### src/rtl/sram_arbiter.sv
`timescale 1ns/1ps
// sram_arbiter
// Shares one external SRAM/bus port between instruction fetch (if_*) and the
// data-memory stage (d_*). Only one transaction is in flight at a time. Each
// completed transaction returns a one-cycle valid pulse to its requester.
// Ties are resolved by alternating between the two requesters.
//
// Ports
//   clk, rst_n      clock; synchronous active-low reset
//   if_req/if_addr  fetch request and PC, held until if_valid or flush
//   if_flush        redirect; the outstanding fetch result is dropped
//   if_rdata/if_valid/if_stall   fetch response and pipeline freeze
//   d_req/d_we/d_be/d_addr/d_wdata  load/store request, held until d_valid
//   d_rdata/d_valid/d_stall      data response and pipeline freeze
//   m_req/m_we/m_be/m_addr/m_wdata  registered memory-port request
//   m_rdata/m_ack   memory response; m_ack may arrive after any number of waits
module sram_arbiter #(
  parameter int ADDR_W = 32,
  parameter int DATA_W = 32
) (
  input  logic                clk,
  input  logic                rst_n,
  input  logic                if_req,
  input  logic [ADDR_W-1:0]   if_addr,
  input  logic                if_flush,
  output logic [DATA_W-1:0]   if_rdata,
  output logic                if_valid,
  output logic                if_stall,
  input  logic                d_req,
  input  logic                d_we,
  input  logic [DATA_W/8-1:0] d_be,
  input  logic [ADDR_W-1:0]   d_addr,
  input  logic [DATA_W-1:0]   d_wdata,
  output logic [DATA_W-1:0]   d_rdata,
  output logic                d_valid,
  output logic                d_stall,
  output logic                m_req,
  output logic                m_we,
  output logic [DATA_W/8-1:0] m_be,
  output logic [ADDR_W-1:0]   m_addr,
  output logic [DATA_W-1:0]   m_wdata,
  input  logic [DATA_W-1:0]   m_rdata,
  input  logic                m_ack
);
  localparam int BE_W = DATA_W/8;

  typedef enum logic [1:0] {IDLE, BUSY_I, BUSY_D, RESP} state_e;

  state_e              state_q;
  logic                last_d_q;   // previous grant went to the data side
  logic                kill_q;     // fetch in flight was flushed
  logic                m_req_q, m_we_q;
  logic [BE_W-1:0]     m_be_q;
  logic [ADDR_W-1:0]   m_addr_q;
  logic [DATA_W-1:0]   m_wdata_q;
  logic [DATA_W-1:0]   if_rdata_q, d_rdata_q;
  logic                if_valid_q, d_valid_q;

  // Data wins unless fetch is also waiting and data had the last grant.
  logic pick_data;
  assign pick_data = d_req & (~if_req | ~last_d_q);

  always_ff @(posedge clk) begin
    if (!rst_n) begin
      state_q    <= IDLE;
      last_d_q   <= 1'b0;
      kill_q     <= 1'b0;
      m_req_q    <= 1'b0;
      m_we_q     <= 1'b0;
      m_be_q     <= '0;
      m_addr_q   <= '0;
      m_wdata_q  <= '0;
      if_rdata_q <= '0;
      d_rdata_q  <= '0;
      if_valid_q <= 1'b0;
      d_valid_q  <= 1'b0;
    end else begin
      case (state_q)
        IDLE: begin
          kill_q <= 1'b0;
          if (pick_data) begin
            m_req_q   <= 1'b1;
            m_we_q    <= d_we;
            m_be_q    <= d_be;
            m_addr_q  <= d_addr;
            m_wdata_q <= d_wdata;
            last_d_q  <= 1'b1;
            state_q   <= BUSY_D;
          end else if (if_req) begin
            m_req_q   <= 1'b1;
            m_we_q    <= 1'b0;
            m_be_q    <= '1;
            m_addr_q  <= if_addr;
            m_wdata_q <= '0;
            last_d_q  <= 1'b0;
            state_q   <= BUSY_I;
          end
        end
        BUSY_I: begin
          if (if_flush) kill_q <= 1'b1;
          if (m_ack) begin
            m_req_q <= 1'b0;
            // A flush on the ack edge itself must also suppress the result.
            if (!kill_q && !if_flush) begin
              if_rdata_q <= m_rdata;
              if_valid_q <= 1'b1;
            end
            state_q <= RESP;
          end
        end
        BUSY_D: begin
          if (m_ack) begin
            m_req_q <= 1'b0;
            if (!m_we_q) d_rdata_q <= m_rdata;
            d_valid_q <= 1'b1;
            state_q   <= RESP;
          end
        end
        RESP: begin
          // Requester's req is still high this cycle; do not re-grant it.
          if_valid_q <= 1'b0;
          d_valid_q  <= 1'b0;
          state_q    <= IDLE;
        end
        default: state_q <= IDLE;
      endcase
    end
  end

  assign m_req    = m_req_q;
  assign m_we     = m_we_q;
  assign m_be     = m_be_q;
  assign m_addr   = m_addr_q;
  assign m_wdata  = m_wdata_q;
  assign if_rdata = if_rdata_q;
  assign if_valid = if_valid_q;
  assign d_rdata  = d_rdata_q;
  assign d_valid  = d_valid_q;
  assign if_stall = if_req & ~if_valid_q;
  assign d_stall  = d_req & ~d_valid_q;
endmodule
### config.mk
export PLATFORM = sky130hd
export DESIGN_NAME = sram_arbiter
export DESIGN_NICKNAME = d
export VERILOG_FILES = /design/src/rtl/sram_arbiter.sv
export SDC_FILE = /design/constraint.sdc
export NUM_CORES = 1
export LEC_CHECK = 0
export ABC_AREA = 1
export CAP_MARGIN = 10
export CORE_MARGIN = 3
export CORE_UTILIZATION = 44
export CTS_BUF_LIST = sky130_fd_sc_hd__clkbuf_8
export CTS_CLUSTER_DIAMETER = 40
export DETAILED_ROUTE_END_ITERATION = 12
export GPL_ROUTABILITY_DRIVEN = 0
export GPL_TIMING_DRIVEN = 0
export PLACE_DENSITY_LB_ADDON = 0.12
export SLEW_MARGIN = 20
export SYNTH_ARGS = -nofsm -noshare
export SYNTH_HDL_FRONTEND = slang
export SYNTH_SLANG_ARGS = --single-unit
### constraint.sdc
create_clock -name clk -period 2 [get_ports clk]
set_input_delay 0.2 -clock clk [delete_from_list [all_inputs] [get_ports clk]]
set_output_delay 0.2 -clock clk [all_outputs]
set_load 0.01 [all_outputs]
**Word level (Yosys, flattened, before mapping)**

Index checks and enable logic that the tools add are counted.

- Input port bits: 139
- Register bits after elaboration: 140
- Logic and storage cells: 72
- Output and inout port bits: 138

- Reduce and logical (&&, ||, !) cells: 18
- Bitwise operators: 9
- Equal/unequal tests: 9
- Mux-type cells: 24

Operator list:

| operator | count |
|---|---|
| 32-bit 2-to-1 mux | 4 |
| 3-bit AND reduction | 4 |
| 1-bit 2-to-1 mux | 10 |
| 2-bit nonzero test | 5 |
| 4-bit 2-to-1 mux | 2 |
| 2-bit != test, second input constant | 4 |
| 1-bit one-hot mux with 2 select lines | 4 |
| 2-bit AND reduction | 4 |
| 2-bit 2-to-1 mux | 3 |
| 2-bit one-hot mux with 3 select lines | 1 |
| 1-bit inverter | 5 |
| 2-bit == test, second input constant | 2 |
| 1-bit AND | 3 |
| 3-bit != test, second input constant | 1 |
| 2-bit by 1-bit == test with 1-bit output, second input constant | 1 |
| 1-bit logical NOT | 2 |
| 2-bit logical NOT | 1 |
| 2-bit by 1-bit != test with 1-bit output, second input constant | 1 |
| 2-bit OR reduction | 1 |
| 1-bit logical AND | 1 |
| 1-bit OR | 1 |

**Logic depth before layout (Yosys ltp)**

- Depth in word-level cells: 5
- Gate-level depth with buffers: 8
- Mapped depth without buffers: 7

**Worst setup path before layout**

OpenSTA, ideal clock, no wires.

- Path type: flip-flop to flip-flop
- Start point: register state_q[0]
- End point: register d_rdata_q[10] (netlist: d_rdata[10])
- Cell stages (with the launch flop): 9
- Setup time: 0.116 ns
- Data required time: 1.884 ns
- Buffers on the path: 1
- Arrival time: 1.223 ns
- Period minus slack after synthesis: 1.339 ns
- Slack: 0.661 ns
- Cells stage by stage: dfxtp_1 inv_1 ha_1 nand2_1 nor2_1 inv_1 buf_2 nor2_1 nor2_1

- Longest elaborated chain between the ends: 2

Ends and longest elaborated chain:

| what | line | text |
|---|---|---|
| from (decl) | 49 | `state_e state_q;` |
| from (signal assigned) | 65 | `state_q <= IDLE;` |
| from (signal assigned) | 88 | `state_q <= BUSY_D;` |
| from (signal assigned) | 96 | `state_q <= BUSY_I;` |
| 2-bit == test | 78 | `case (state_q)` |
| 3-bit AND reduction (no line) | -- |  |
| to (signal assigned) | 114 | `if (!m_we_q) d_rdata_q <= m_rdata;` |
| to (decl) | 56 | `logic [DATA_W-1:0] if_rdata_q, d_rdata_q;` |

No other way between the ends.
A chain may end at the register's enable or synchronous reset.

**Final worst setup path**

- Start point: register state_q[0]
- End point: register d_rdata_q[5] (netlist: d_rdata[5])

The elaborated chain is that of the path after synthesis.

==> summary.md <==
| Metric | Value |
|---|---|
| HP Start | d_req |
| Clock Sink Count | between 100 and 150 |
| Post-DP Area | approximately 8400 sq um |
| DRC violations left | 0 |
| Distinct cells, synth | 19 |
| Initial antenna violation count | 0 |
| CTS root buf | clkbuf_8 |
| Largest net degree at the start of global routing | 17 |
| #FFs+latches synth | 140 |
| Clock-pin slew on the worst setup and hold paths | ~70 ps |
| Data arrival, critical path | ~2100 ps |
| Slew Viols, Final | 0 |
| Max VDD drop | slightly above 0.0006 V |
| Crit path launch type | register |
| Clock Skew | about 12 ps |
| Cells after synthesis | about 740 |
| Vias in the first global route | ~5400 |
| Mean Syn Cell Area | between 7 and 8 sq um |
| Hold WS | between 200 and 250 ps |
| Crit Path Class | reg -> reg |
| Max cap viols | 0 |
| # IOs | 277 |
| Final period util | 0.878 |
| Grt ovf | 0 |
| Leakage power | 3.58 nW |
| Netlist Area Pre-Place | between 5000 and 6000 sq um |
| Proportion of layout cells with a drive suffix above 1 | 0.0554 |
| CTS HTree Levels | 4 |
| Seq/Total Area, Yosys | 0.517 |
| Worst-Margin Slew | approximately 510 ps |
| Port bufs | about 280 |
| Vias per cell | 4.87 |
| GRT met2 Usage | 0.428 |
| Iter 0 DRT Violations | ~240 |
| GR peak layer | met2 |
| Vias | about 5800 |
| TNS Setup | 0 ps |
| Hold_buf cts | 0 |
| TritonCTS clock tree | yes |
| Hold crit path type | in -> reg |
| Clk_lat worst skew | 450 ps |
| Layout area overhead | 61.0% |
| Power Density | 1150 nW/um^2 |
| DR pass1 iterations | 4 |
| Ant. Diodes | 0 |
| Core area | ~12000 sq um |
| R2R Path Start | state_q[0] |
| Relative slew slack | 0.662 |
| First-pass GRT wire length | between 20000 and 30000 microns |
| Synth warnings | 0 |
| Layout Utilization | 0.745 |
| Most common cell after layout, fill and taps aside | clkdlybuf4s50_1 |
| All-Layer GR Usage | 0.252 |
| Fill cells | roughly 1000 |
| RSZ-0062 raised after global routing | no |
| Setup crit end kind | register |
| Most frequent cells in the layout | 275 x clkdlybuf4s50_1, 205 x nor2_1, 143 x nand2_1 |
| M1 GR Usage | 0.280 |
| Worst-path maximum fanout | 10 |
| Max clock buf depth | 2 |
| Die Wd | 117 microns |
| Max Clock Freq | 570 MHz |
| Initial core utilization | 0.463 |
| Routed length per instance | 15.0 microns |
| Final Hold Viols | 0 |
| TritonCTS Buffers | 17 |
| FP Rows | 39 |
| PnR Total Power | ~0.01 W |
| Total Wirelength | around 18000 microns |
| Crit path from | state_q[0] |
| Post-route cell area | between 8000 and 9000 sq um |
| ANT nets after route | 0 |
| Die footprint | ~14000 sq um |
| Post-Syn Nets | a little under 900 |
| PostCTS Resize Cnt | 0 |
| Final setup violation count | 0 |
| Final min period | between 1500 and 2000 ps |
| Met3 usage in global routing | 0.128 |
| Nets@finish | ~1200 |
| Hpwl dp | 13600 microns |
| Post-CTS Setup Bufs | 0 |
| Height of the die | 117 microns |
| Status | completed |
| Worst EP required | around 2400 ps |
[flip-flops by register name, summed over array words and instances, names as in the netlist]
register,cells
if_valid,1
kill_q,1
d_valid,1
last_d_q,1
m_wdata,32
if_rdata,32
m_addr,32
m_be,4
m_we,1
d_rdata,32
m_req,1
state_q,2
[routing by layer]
layer,share of wire,routed length (microns)
met5,0,0
met1,0.39,6990
met3,0.11,2010
met4,0.018,325
met2,0.48,8490
[final cells by class]
class | instances | area (sq um) | share of cell area
Sequential cell | 140 | 2800 | 0.321
Timing Repair Buffer | 275 | 2750 | 0.315
Multi-Input combinational cell | 538 | 2300 | 0.264
Clock buffer | 18 | 248 | 0.0284
Buffer | 50 | 267 | 0.0305
Clock inverter | 12 | 128 | 0.0146
Inverter | 13 | 48.8 | 0.00559
Tap cell | 143 | 179 | 0.0205
[per-stage QoR]
step / std cells / setup WS [ps]
floorplan: 741 / 661
global placement: 1159 / 209
detailed placement: 1159 / 172
CTS: 1189 / 256
global route: 1189 / 38.7
finish: 1189 / 245
[worst paths after layout]
path	to	slack [ps]	cells after the start
worst max-delay path	d_rdata[5]	240	7
worst min-delay path	last_d_q	220	3
worst max register to register	d_rdata[5]	240	7
worst min register to register	m_wdata[10]	460	2
[logic make-up after synthesis]
| family | synth area share |
|---|---|
| compound gates | 0.131 |
| flops | 0.517 |
| fa+ha+maj | 0.00923 |
| simple gates | 0.284 |
| buf+inv | 0.0582 |
[synthesized netlist by cell type (all sizes together)]
| library cell | number | share of area |
|---|---|---|
| a21oi | 41 | 0.038 |
| buf | 22 | 0.029 |
| clkbuf | 28 | 0.020 |
| dfxtp | 140 | 0.52 |
| ha | 4 | 0.0092 |
| inv | 13 | 0.0090 |
| nand2 | 147 | 0.10 |
| nand3 | 38 | 0.036 |
| nor2 | 205 | 0.14 |
| nor3 | 2 | 0.0018 |
| o21ai | 101 | 0.093 |
[power breakdown]
group	internal [W]	switching, W	leakage (nW)
Sequential	0.00345	0.000338	1.15
Combinational	0.00202	0.00209	2.25
Clock	0.00112	0.00107	0.181
[worst max-delay path, cell delays in order (launching register included)]
cell      delay, ps
dfxtp_1         350
inv_1            90
ha_1            200
nand2_1          70
nor2_1          320
clkbuf_1        380
o21ai_0         150
nor2_1          130
(Power assumes the default switching activity.)
